[src/rtl/tri_wave_meas.sv]
// Triangle-wave receive analyser: hysteresis turning-point detection on an
// 8-bit sample stream, reporting period, rise time, extrema, lock and loss of signal.
module tri_wave_meas #(
    parameter int DT_W    = 8,
    parameter int CNT_W   = 32,
    parameter int HYST    = 4,
    parameter int TIMEOUT = 50_000_000
) (
    input  logic             clk,
    input  logic             rst_n,
    input  logic             sample_valid,
    input  logic [DT_W-1:0]  sample,
    output logic             meas_valid,
    output logic [CNT_W-1:0] period,
    output logic [CNT_W-1:0] rise_time,
    output logic [DT_W-1:0]  vmax,
    output logic [DT_W-1:0]  vmin,
    output logic             locked,
    output logic             no_signal
);
    typedef enum logic [1:0] {SEEK, RISE, FALL} state_t;

    localparam logic [CNT_W-1:0] CNT_MAX   = '1;
    localparam logic [CNT_W-1:0] CNT_ONE   = CNT_W'(1);
    localparam logic [CNT_W-1:0] TIMEOUT_C = CNT_W'(TIMEOUT);
    localparam logic [DT_W:0]    HYST_C    = (DT_W+1)'(HYST);

    state_t           state_q, state_d;
    logic [DT_W-1:0]  cur_max_q, cur_max_d, cur_min_q, cur_min_d, tr_val_q, tr_val_d;
    logic             first_q, first_d, have_peak_q, have_peak_d, have_trough_q, have_trough_d;
    logic [CNT_W-1:0] cnt_pk_q, cnt_pk_d, cnt_tr_q, cnt_tr_d, cnt_idle_q, cnt_idle_d;
    logic [CNT_W-1:0] prev_period_q, prev_period_d;
    logic             meas_valid_q, meas_valid_d, locked_q, locked_d, no_signal_q, no_signal_d;
    logic [CNT_W-1:0] period_q, period_d, rise_time_q, rise_time_d;
    logic [DT_W-1:0]  vmax_q, vmax_d, vmin_q, vmin_d;

    logic             up_hit, dn_hit, peak_ev, trough_ev;
    logic [CNT_W-1:0] period_new, rise_new, period_diff, idle_inc;

    // Thresholds in DT_W+1 bits so cur_min+HYST and sample+HYST never wrap.
    assign up_hit = {1'b0, sample} >= ({1'b0, cur_min_q} + HYST_C);
    assign dn_hit = ({1'b0, sample} + HYST_C) <= {1'b0, cur_max_q};

    // A saturated counter reports its saturated value rather than wrapping.
    assign period_new  = (cnt_pk_q == CNT_MAX) ? CNT_MAX : cnt_pk_q + CNT_ONE;
    assign rise_new    = (cnt_tr_q == CNT_MAX) ? CNT_MAX : cnt_tr_q + CNT_ONE;
    assign period_diff = (period_new >= prev_period_q) ? period_new - prev_period_q
                                                       : prev_period_q - period_new;
    assign idle_inc    = cnt_idle_q + CNT_ONE;

    always_comb begin
        state_d       = state_q;
        cur_max_d     = cur_max_q;
        cur_min_d     = cur_min_q;
        tr_val_d      = tr_val_q;
        first_d       = first_q;
        have_peak_d   = have_peak_q;
        have_trough_d = have_trough_q;
        prev_period_d = prev_period_q;
        meas_valid_d  = 1'b0;
        locked_d      = locked_q;
        no_signal_d   = no_signal_q;
        period_d      = period_q;
        rise_time_d   = rise_time_q;
        vmax_d        = vmax_q;
        vmin_d        = vmin_q;
        peak_ev       = 1'b0;
        trough_ev     = 1'b0;

        if (sample_valid) begin
            case (state_q)
                SEEK: begin
                    if (first_q) begin
                        cur_max_d = sample;
                        cur_min_d = sample;
                        first_d   = 1'b0;
                    end else if (up_hit) begin
                        state_d   = RISE;
                        cur_max_d = sample;
                    end else if (dn_hit) begin
                        state_d   = FALL;
                        cur_min_d = sample;
                    end else begin
                        if (sample > cur_max_q) cur_max_d = sample;
                        if (sample < cur_min_q) cur_min_d = sample;
                    end
                end
                RISE: begin
                    if (dn_hit) begin
                        peak_ev   = 1'b1;
                        state_d   = FALL;
                        cur_min_d = sample;
                    end else if (sample > cur_max_q) begin
                        cur_max_d = sample;
                    end
                end
                FALL: begin
                    if (up_hit) begin
                        trough_ev = 1'b1;
                        state_d   = RISE;
                        cur_max_d = sample;
                        tr_val_d  = cur_min_q;
                    end else if (sample < cur_min_q) begin
                        cur_min_d = sample;
                    end
                end
                default: state_d = SEEK;
            endcase
        end

        cnt_pk_d = peak_ev   ? '0 : (cnt_pk_q == CNT_MAX ? CNT_MAX : cnt_pk_q + CNT_ONE);
        cnt_tr_d = trough_ev ? '0 : (cnt_tr_q == CNT_MAX ? CNT_MAX : cnt_tr_q + CNT_ONE);

        if (peak_ev) begin
            have_peak_d = 1'b1;
            no_signal_d = 1'b0;
            if (have_peak_q && have_trough_q) begin
                meas_valid_d  = 1'b1;
                period_d      = period_new;
                rise_time_d   = rise_new;
                vmax_d        = cur_max_q;
                vmin_d        = tr_val_q;
                if (prev_period_q != '0) locked_d = (period_diff <= (prev_period_q >> 3));
                prev_period_d = period_new;
            end
        end
        if (trough_ev) begin
            have_trough_d = 1'b1;
            no_signal_d   = 1'b0;
        end

        // Timeout fires once, on the edge the idle counter reaches TIMEOUT, so the
        // re-armed FSM is free to acquire again while the counter sits saturated.
        cnt_idle_d = cnt_idle_q;
        if (peak_ev || trough_ev) begin
            cnt_idle_d = '0;
        end else if (cnt_idle_q != TIMEOUT_C) begin
            cnt_idle_d = idle_inc;
            if (idle_inc == TIMEOUT_C) begin
                no_signal_d   = 1'b1;
                locked_d      = 1'b0;
                state_d       = SEEK;
                first_d       = 1'b1;
                have_peak_d   = 1'b0;
                have_trough_d = 1'b0;
                prev_period_d = '0;
            end
        end
    end

    always_ff @(posedge clk or negedge rst_n) begin
        if (!rst_n) begin
            state_q       <= SEEK;
            cur_max_q     <= '0;
            cur_min_q     <= '0;
            tr_val_q      <= '0;
            first_q       <= 1'b1;
            have_peak_q   <= 1'b0;
            have_trough_q <= 1'b0;
            cnt_pk_q      <= '0;
            cnt_tr_q      <= '0;
            cnt_idle_q    <= '0;
            prev_period_q <= '0;
            meas_valid_q  <= 1'b0;
            locked_q      <= 1'b0;
            no_signal_q   <= 1'b1;
            period_q      <= '0;
            rise_time_q   <= '0;
            vmax_q        <= '0;
            vmin_q        <= '0;
        end else begin
            state_q       <= state_d;
            cur_max_q     <= cur_max_d;
            cur_min_q     <= cur_min_d;
            tr_val_q      <= tr_val_d;
            first_q       <= first_d;
            have_peak_q   <= have_peak_d;
            have_trough_q <= have_trough_d;
            cnt_pk_q      <= cnt_pk_d;
            cnt_tr_q      <= cnt_tr_d;
            cnt_idle_q    <= cnt_idle_d;
            prev_period_q <= prev_period_d;
            meas_valid_q  <= meas_valid_d;
            locked_q      <= locked_d;
            no_signal_q   <= no_signal_d;
            period_q      <= period_d;
            rise_time_q   <= rise_time_d;
            vmax_q        <= vmax_d;
            vmin_q        <= vmin_d;
        end
    end

    assign meas_valid = meas_valid_q;
    assign period     = period_q;
    assign rise_time  = rise_time_q;
    assign vmax       = vmax_q;
    assign vmin       = vmin_q;
    assign locked     = locked_q;
    assign no_signal  = no_signal_q;
endmodule

[config.mk]
export PLATFORM = sky130hd
export DESIGN_NAME = tri_wave_meas
export DESIGN_NICKNAME = d
export VERILOG_FILES = /design/src/rtl/tri_wave_meas.sv
export SDC_FILE = /design/constraint.sdc
export NUM_CORES = 1
export LEC_CHECK = 0
export BUFFER_PORTS_ARGS = -buffer_cell sky130_fd_sc_hd__buf_2
export CAP_MARGIN = 40
export CORE_ASPECT_RATIO = 0.75
export CORE_UTILIZATION = 45
export DETAILED_ROUTE_END_ITERATION = 10
export RECOVER_POWER = 25
export SLEW_MARGIN = 20
export SYNTH_ARGS = -nofsm -noshare
export SYNTH_HDL_FRONTEND = slang
export SYNTH_SLANG_ARGS = --single-unit
[constraint.sdc]
create_clock -name clk -period 5.27 [get_ports clk]
set_clock_uncertainty 0.05 [all_clocks]
set_input_delay 1.054 -clock clk [delete_from_list [all_inputs] [get_ports clk]]
set_output_delay 1.054 -clock clk [all_outputs]
set_load 0.05 [all_outputs]
# Word level (Yosys, flattened, before mapping)
# Index checks and enable logic that the tools add are counted.
[classes]
n_addsub = 7
n_lt_le_gt_ge = 6
n_eq_ne = 10
mux = 66
reduce_logical = 10
[ops]
columns = ["cell", "n"]
rows = [
  ["$mux 32", 12],
  ["$add 32x1->32 const B", 3],
  ["$mux 8", 11],
  ["$eq 32x32->1 const B", 2],
  ["$sub 32x32->32", 2],
  ["$pmux 8 s3", 2],
  ["$eq 32x26->1 const B", 1],
  ["$ge 32x32->1", 1],
  ["$le 32x29->1", 1],
  ["$mux 1", 32],
  ["$ne 32x26->1 const B", 1],
  ["$reduce_bool 32->1", 1],
  ["$add 8x3->9 const B", 2],
  ["$mux 2", 8],
  ["$ge 8x9->1", 1],
  ["$le 9x8->1", 1],
  ["$gt 8x8->1", 1],
  ["$lt 8x8->1", 1],
  ["$ne 2x2->1 const B", 3],
  ["$pmux 2 s3", 1],
  ["$reduce_and 3->1", 2],
  ["$reduce_and 5->1", 1],
  ["$ne 3x3->1 const B", 1],
  ["$reduce_bool 3->1", 1],
  ["other kinds (7)", 7],
]
[totals]
reg_bits = 240
input_bits = 11
output_inout_bits = 83
elab_cells = 117

# Depth between registers and ports, before layout
# Gate-level depths: netlist of run 1.
[depth]
word_depth = 11
ltp_mapped = 30
ltp_nobuf = 27

# Least setup slack after synthesis of run 1
# No wires, ideal clock.
[synth_path]
kind = "reg-to-reg"
startpoint = "reg cnt_pk_q[0]"
endpoint = "reg locked_q (netlist: locked)"
setup_ns = 0.128
t_arrival_ns = 5.602
required_time_ns = 5.092
setup_slack_ns = -0.510
path_stages_with_launch = 30
path_buffers = 6
synth_period_minus_slack_ns = 5.780
path_cell_list = "dfrtp_1 ha_1 nand2_1 nor4_1 and4_1 clkbuf_1 clkbuf_1 nand3_1 o21ai_0 inv_1 ha_1 clkbuf_1 and4_1 and4_1 nand3b_1 o211ai_1 nor3_2 buf_2 buf_2 buf_2 mux2i_1 xnor2_1 ha_1 and4_1 nand2_1 a211o_1 o211ai_1 a21oi_1 o2111ai_1 o22ai_1"
[synth_between]
elab_chain_len = 11
word_cells_on_any_way = 14
cone_classes = "add/sub (3); order compare (2); eq/ne (1); mux (8)"
[synth_lines]
columns = ["element", "line_no", "source"]
rows = [
  ["from (decl)", "31", "logic [CNT_W-1:0] cnt_pk_q, cnt_pk_d, cnt_tr_q, cnt_tr_d, cnt_idle_q, cnt_idle_d;"],
  ["from (signal assigned)", "179", "cnt_pk_q <= cnt_pk_d;"],
  ["$add 32x1->32 or $eq 32x32->1 (tied branches)", "45", "assign period_new = (cnt_pk_q == CNT_MAX) ? CNT_MAX : cnt_pk_q + CNT_ONE;"],
  ["$mux 32 *", "45", ""],
  ["named net period_new[26]", "38", "logic [CNT_W-1:0] period_new, rise_new, period_diff, idle_inc;"],
  ["$sub 32x32->32, or another cell as far along", "48", ": prev_period_q - period_new;"],
  ["$mux 32 *", "47", "assign period_diff = (period_new >= prev_period_q) ? period_new - prev_period_q"],
  ["$le 32x29->1 *", "123", "if (prev_period_q != '0) locked_d = (period_diff <= (prev_period_q >> 3));"],
  ["$mux 1 *", "123", ""],
  ["$mux 1 *", "117", "if (have_peak_q && have_trough_q) begin"],
  ["$mux 1 *", "114", "if (peak_ev) begin"],
  ["$mux 1", "139", "if (idle_inc == TIMEOUT_C) begin"],
  ["$mux 1", "137", "end else if (cnt_idle_q != TIMEOUT_C) begin"],
  ["$mux 1 *", "135", "if (peak_ev || trough_ev) begin"],
  ["named net locked_d", "33", "logic meas_valid_q, meas_valid_d, locked_q, locked_d, no_signal_q, no_signal_d;"],
  ["to (signal assigned)", "184", "locked_q <= locked_d;"],
  ["to (decl)", "33", ""],
]
# The timed path passes the listed nets; every way through them passes the cells marked *.
# A chain may end at the register's enable or synchronous reset.

# Worst setup path in the final report of run 1
[layout_path]
startpoint = "reg cnt_pk_q[18]"
endpoint = "reg locked_q (netlist: locked)"
[layout_between]
elab_chain_len = 11
word_cells_on_any_way = 14
cone_classes = "add/sub (3); order compare (2); eq/ne (1); mux (8)"
[layout_lines]
columns = ["element", "line_no"]
rows = [
  ["$eq 32x32->1 *", "45"],
  ["$mux 32 *", "45"],
  ["named net period_new[3]", "38"],
  ["$sub 32x32->32, or another cell as far along", "48"],
  ["$mux 32 *", "47"],
  ["$le 32x29->1 *", "123"],
  ["$mux 1 *", "123"],
  ["$mux 1 *", "117"],
  ["$mux 1 *", "114"],
  ["$mux 1", "139"],
  ["$mux 1", "137"],
  ["$mux 1 *", "135"],
  ["named net locked_d", "33"],
]
# Marked as above.

==> impl_metrics.yaml, run 1 <==
critical_path:
  cp_common_cell: "buf_4"
  cpLargestDelayFamily: "compound AO/OA/AOI/OAI gates"
  worst-path-stages: 27
  critPathCaptureType: "flop"
  critPathSlowestCell: "dfrtp_1"
  critPathLaunchType: "flop"
  path_class: "reg -> reg"
  path_max_fanout: 10
  reg2reg_depth: 27
  crit_arrival_ns: 5.98
  critPathMaxStageDelay_ns: 0.36
  crit_buf_inv: 7
  critPathRequiredTime_ns: 5.62
yosys:
  synth_top_family_by_area: "simple AND/OR/NAND/NOR gates"
  avgSynthCellArea_sq_um: 8.54
  synth_cell_type_count: 77
  synth_seq_cells: 240
  synthSimpleGateAreaFrac: 0.204
  syn_nets: 1995
  synthXorXnorAreaFrac: 0.0631
  yosysWarnings: 0
  synth_adder_area_share: 0.106
  yosysSeqAreaShare: 0.380
  synth-edff-count: 0
  synthMuxAreaShare: 0.0237
  synth.cell_area_sq_mm: 0.0158
  synth-compound-area-share: 0.174
  synthArstFlopShare: 1.00
  ys.flop_type: "dfrtp_1"
  synth_cells: 1851
outcome:
  status: "finished with violations"
  violations: "capacitance limit, slew limit, setup timing"
layout:
  finalNetCount: 2302
  area_delta_synth_final_pct: 26.4
  n_antenna_cell: 0
  layout-drive-gt1-share: 0.234
  fillers: 3139
  fin_area_sq_mm: 0.0200
grt:
  grt_usage: 0.265
  grt_pass1_wl_mm: 75.1
  grt_max_degree: 126
  gr-total-overflow: 0
  grt_pass1_vias: 13500
  antenna_found_initial: 3
routing:
  postRouteWirelength_mm: 47.8
  dr.pass1.iters: 5
  drt-wirelength-per-cell_microns: 18.2
  num_vias: 14500
  drcViolationCount: 0
  ant_nets: 0
  first_iter_violations: 1134
  vias_per_cell: 5.51
clocking:
  cts_max_level: 1
  cts_buffers: 26
  cts_sinks: 240
  ctsHoldBuffers: 0
  clock_latency_ns: 0.54
  clk_pin_slew_ns: 0.06
  clockRootBuffer: "clkbuf_16"
  cts_buffer_depth: 3
  cts_tree: "yes"
placed_design:
  gp_congestion: 0.982
  dp_hpwl_mm: 36.3
  place_area_sq_mm: 0.0185
  io_buffer_count: 93
  dp_slack_ns: -0.646
sta:
  final-setup-viol-count: 1
  finalHoldViolations: 0
  worst_slew_pin_slew_ns: 3.05
  hold_ws_ns: 0.417
  fmax_mhz: 178
  rsz0062_at_grt: "yes"
  layout_setup_ws_ns: -0.360
  period_share: 1.07
  fin_crit_ns: 5.63
  max_slew_margin: -1.03
  slew_viol_final: 126
floorplanning:
  die_x_microns: 218
  initial_core_util: 0.457
  die_area_sq_mm: 0.0359
  die_h_microns: 164
  core-area_sq_mm: 0.0346
  io_pins: 94
  rows: 59
min_path:
  holdPathStages: 2
  holdCritPathClass: "reg -> reg"
flow_run:
  max-cap-violations: 1
cell usage in the layout (no fill, tap or decap), drive strengths merged, types with 61 or more instances in the layout:
cell,n
a21oi,127
buf,361
dfrtp,238
ha,131
inv,115
nand2,189
nand3,61
nor2,249
o21ai,113
xnor2,65
layout make-up:
cell class,count,area (sq um),share of cell area
multi-input combinational,1412,9490,0.475
inverter,114,428,0.0214
tap,457,572,0.0286
clock buffer,34,742,0.0371
clock inverter,13,148,0.00738
timing repair buffer,364,2610,0.130
sequential,240,6010,0.300
cell usage after synthesis, types with 5 or more instances:
master | number | area share
a211oi_1 | 27 | 0.013
a21o_1 | 43 | 0.020
a21oi_1 | 127 | 0.040
a221oi_1 | 7 | 0.0039
a22o_1 | 15 | 0.0083
a31oi_1 | 15 | 0.0059
and2_1 | 10 | 0.0040
and3_1 | 19 | 0.0075
and4_1 | 18 | 0.010
buf_1 | 6 | 0.0014
buf_2 | 7 | 0.0022
clkbuf_1 | 68 | 0.016
dfrtp_1 | 238 | 0.38
ha_1 | 131 | 0.10
inv_1 | 113 | 0.027
mux2_2 | 11 | 0.0078
mux2i_1 | 25 | 0.016
nand2_1 | 189 | 0.045
nand2b_1 | 16 | 0.0063
nand3_1 | 60 | 0.019
nand3b_1 | 6 | 0.0028
nand4_1 | 40 | 0.016
nor2_1 | 249 | 0.059
nor2b_1 | 10 | 0.0040
nor3_1 | 24 | 0.0076
nor4_1 | 17 | 0.0067
o211ai_1 | 5 | 0.0024
o21a_1 | 30 | 0.014
o21ai_0 | 111 | 0.035
o21bai_1 | 9 | 0.0043
or2_2 | 5 | 0.0020
or3_1 | 12 | 0.0047
xnor2_1 | 65 | 0.036
xor2_1 | 49 | 0.027
tightest hold or removal path: stages (launching register included):
cell	delay (ns)
dfrtp_1	0.34
nand2_1	0.05
nand2_1	0.05
routing by layer:
metal,global-route usage,routed length [microns],vias up
met2,0.384,20100,398
met1,0.414,24400,6995
met5,0,0,-
met4,0.0553,919,0
li1,-,-,7075
met3,0.0341,2450,56
through the flow:
stage                     setup TNS, ns  std cells  utilization
after floorplan                       0       1851            -
after global placement           -0.565       2557        0.533
after detailed placement         -0.646       2560        0.534
after CTS                        -0.253       2625        0.570
after global routing             -0.629       2634        0.578
final                            -0.360       2634        0.578
cells by family after synthesis:
| group | after synthesis |
|---|---|
| simple gates | 693 |
| xor+xnor | 114 |
| buf+inv | 199 |
| fa+ha+maj | 133 |
| flops | 240 |
| compound gates | 436 |
| mux | 36 |
timing repair:
action / in CTS / in global routing
setup endpoints to repair: 1 / 1
setup buffers: 17 / 9
gates resized for setup: 51 / 45
pin swaps: 29 / 46
gates cloned: 1 / 0
flip-flops by register name (all words and copies together), names as in the netlist, 32 cells and up:
signal and count:
cnt_idle_q 32, cnt_pk_q 32, cnt_tr_q 32, period 32
prev_period_q 32, rise_time 32
final timing paths:
| kind | startpoint | to | slack (ns) |
|---|---|---|---|
| worst min-delay path | tr_val_q[2]$_DFFE_PN0P_ | vmin[2]$_DFFE_PN0P_ | 0.42 |
| worst max-delay path | cnt_pk_q[18]$_DFF_PN0_ | locked$_DFF_PN0_ | -0.36 |
| worst min register to register | tr_val_q[2]$_DFFE_PN0P_ | vmin[2]$_DFFE_PN0P_ | 0.42 |
| max in group asynchronous | rst_n | period[1]$_DFFE_PN0P_ | 1.15 |
| min in group asynchronous | rst_n | locked$_DFF_PN0_ | 1.43 |
| worst max register to register | cnt_pk_q[18]$_DFF_PN0_ | locked$_DFF_PN0_ | -0.36 |
Power of run 1 is not shown: default switching activity piles up to over one toggle a cycle in this logic, so the estimate is an artifact.
==> inputs of run 2 (changes only) <==
--- a/config.mk
+++ b/config.mk
@@ -7,10 +7,14 @@
 export LEC_CHECK = 0
 export BUFFER_PORTS_ARGS = -buffer_cell sky130_fd_sc_hd__buf_2
 export CAP_MARGIN = 40
+export CELL_PAD_IN_SITES_DETAIL_PLACEMENT = 1
+export CELL_PAD_IN_SITES_GLOBAL_PLACEMENT = 1
 export CORE_ASPECT_RATIO = 0.75
-export CORE_UTILIZATION = 45
+export CORE_UTILIZATION = 43
 export DETAILED_ROUTE_END_ITERATION = 10
+export PLACE_DENSITY_LB_ADDON = 0.1
 export RECOVER_POWER = 25
+export SKIP_LAST_GASP = 1
 export SLEW_MARGIN = 20
 export SYNTH_ARGS = -nofsm -noshare
 export SYNTH_HDL_FRONTEND = slang
==> run 2 against run 1 <==
  * The flow still finishes with violations (capacitance limit, slew limit, setup timing)
  * Global-route usage increased by 2.6 points
  * Non-clock buffer count increased by 18
  * Flip-flop and latch count unchanged
  * Final area increased by 1.4%
  * Hold slack improved by 0.0030 ns
  * Maximum frequency decreased by 2.9%
  * Routed wire length increased by 15%
  * Die area increased by 4.6%
  * Critical path type unchanged
  * Critical endpoint unchanged
==> impl_metrics.yaml, run 2 (same netlist as run 1, synthesis figures left out) <==
outcome:
  status: "finished with violations"
  violations: "capacitance limit, slew limit, setup timing"
floorplanning:
  rows: 60
  die_h_microns: 168
  core-area_sq_mm: 0.0360
  io_pins: 94
  die_area_sq_mm: 0.0376
  initial_core_util: 0.439
  die_x_microns: 223
min_path:
  hp-start: "vmin[3]$_DFFE_PN0P_"
  holdPathStages: 2
  holdPathEnd: "vmin[3]$_DFFE_PN0P_"
  holdCritPathClass: "reg -> reg"
critical_path:
  critPathRequiredTime_ns: 5.67
  cp_common_cell: "buf_4"
  r2r_start: "cnt_pk_q[20]$_DFF_PN0_"
  critPathSlowestCell: "nor4_4"
  r2r_end: "locked$_DFF_PN0_"
  rrSetupSlack_ns: -0.53
  crit_arrival_ns: 6.20
  path_class: "reg -> reg"
  critPathCaptureType: "flop"
  path_max_fanout: 7
  critPathMaxStageDelay_ns: 0.38
  reg2reg_depth: 30
  cpLargestDelayFamily: "simple AND/OR/NAND/NOR gates"
  critPathLaunchType: "flop"
  crit_buf_inv: 6
clocking:
  clk_pin_slew_ns: 0.06
  clockRootBuffer: "clkbuf_16"
  cts_tree: "yes"
  cts_sinks: 240
  ctsHoldBuffers: 0
  cts_buffer_depth: 3
  clock_latency_ns: 0.56
  cts_buffers: 27
  cts_max_level: 1
grt:
  gr-total-overflow: 0
  grt_usage: 0.291
  antenna_found_initial: 2
  grt_pass1_vias: 15400
  grt_max_degree: 126
  grt_pass1_wl_mm: 86.5
routing:
  drcViolationCount: 0
  num_vias: 15100
  vias_per_cell: 5.68
  drt-wirelength-per-cell_microns: 20.8
  ant_nets: 0
  first_iter_violations: 964
  postRouteWirelength_mm: 55.2
  dr.pass1.iters: 5
layout:
  layout-drive-gt1-share: 0.249
  layout_common_cells: "272 x buf_4, 246 x nor2_1, 238 x dfrtp_1"
  area_delta_synth_final_pct: 28.1
  layout_commonest_cell: "buf_4"
  finalNetCount: 2321
flow_run:
  max-cap-violations: 3
sta:
  final-setup-viol-count: 1
  worst_slew_pin_slew_ns: 2.43
  period_share: 1.10
  hold_ws_ns: 0.420
  finalHoldViolations: 0
  rsz0062_at_grt: "yes"
  max_slew_margin: -0.622
  fmax_mhz: 172
  layout_setup_ws_ns: -0.530
  slew_viol_final: 159
  fin_crit_ns: 5.80
placed_design:
  io_buffer_count: 93
  gp_congestion: 0.956
  dp_hpwl_mm: 42.0
  dp_slack_ns: -0.739
[run 2: changes by cell type in the layout (fill, tap and decap cells not counted), sizes merged]
cell           delta
clkinv            -1
clkdlybuf4s15     -1
clkinvlp          +1
buf              +18
diode             +1
[run 2: area by class of cell]
class / instances / area [sq um]
antenna: 1 / 2.50
clock buffer: 33 / 728
clock inverter: 13 / 150
fill: 4272 / 15800
inverter: 114 / 428
multi-input combinational: 1412 / 9620
sequential: 240 / 6010
tap: 465 / 582
timing repair buffer: 382 / 2750
[run 2: tightest hold or removal path, delay by kind of cell (launching register included)]
family	cells	cell delay, ns
flops	1	0.34
simple gates	2	0.10
[run 2: worst max path at each step]
stage	from	to	slack [ns]	cells after the start
CTS	cnt_pk_q[20]$_DFF_PN0_	locked$_DFF_PN0_	-0.28	29
detailed placement	cnt_pk_q[17]$_DFF_PN0_	locked$_DFF_PN0_	-0.74	29
global route	cnt_pk_q[17]$_DFF_PN0_	locked$_DFF_PN0_	-0.81	29
finish	cnt_pk_q[20]$_DFF_PN0_	locked$_DFF_PN0_	-0.53	30
floorplan	cnt_pk_q[8]$_DFF_PN0_	locked$_DFF_PN0_	0.004	27
global placement	cnt_pk_q[20]$_DFF_PN0_	locked$_DFF_PN0_	-0.58	29
[run 2: through the flow]
step / cell area [sq um] / cells / setup TNS [ns] / utilization
2_1_floorplan: 15900 / 1851 / 0 / -
3_3_place_gp: 18500 / 2570 / -0.583 / 0.513
3_5_place_dp: 18500 / 2572 / -0.739 / 0.514
4_1_cts: 20100 / 2647 / -0.280 / 0.557
5_1_grt: 20300 / 2659 / -0.808 / 0.562
6_report: 20300 / 2660 / -0.530 / 0.562
[run 2: timing repair]
action | 4_1_cts | 5_1_grt
setup buffers | 28 | 11
hold endpoints to repair | 0 | 0
cloned | 1 | 0
endpoints found under the setup margin | 1 | 1
gates resized for setup | 97 | 24
pin swaps | 38 | 32
[run 2: routing by layer]
layer / wire [microns] / vias up / GRT usage
met2: 24300 / 327 / 0.447
met5: 11 / - / 0
met3: 2460 / 87 / 0.0438
met1: 27100 / 7590 / 0.426
li1: - / 7104 / -
met4: 1360 / 2 / 0.0747
Power of run 2 is left out for the same reason.
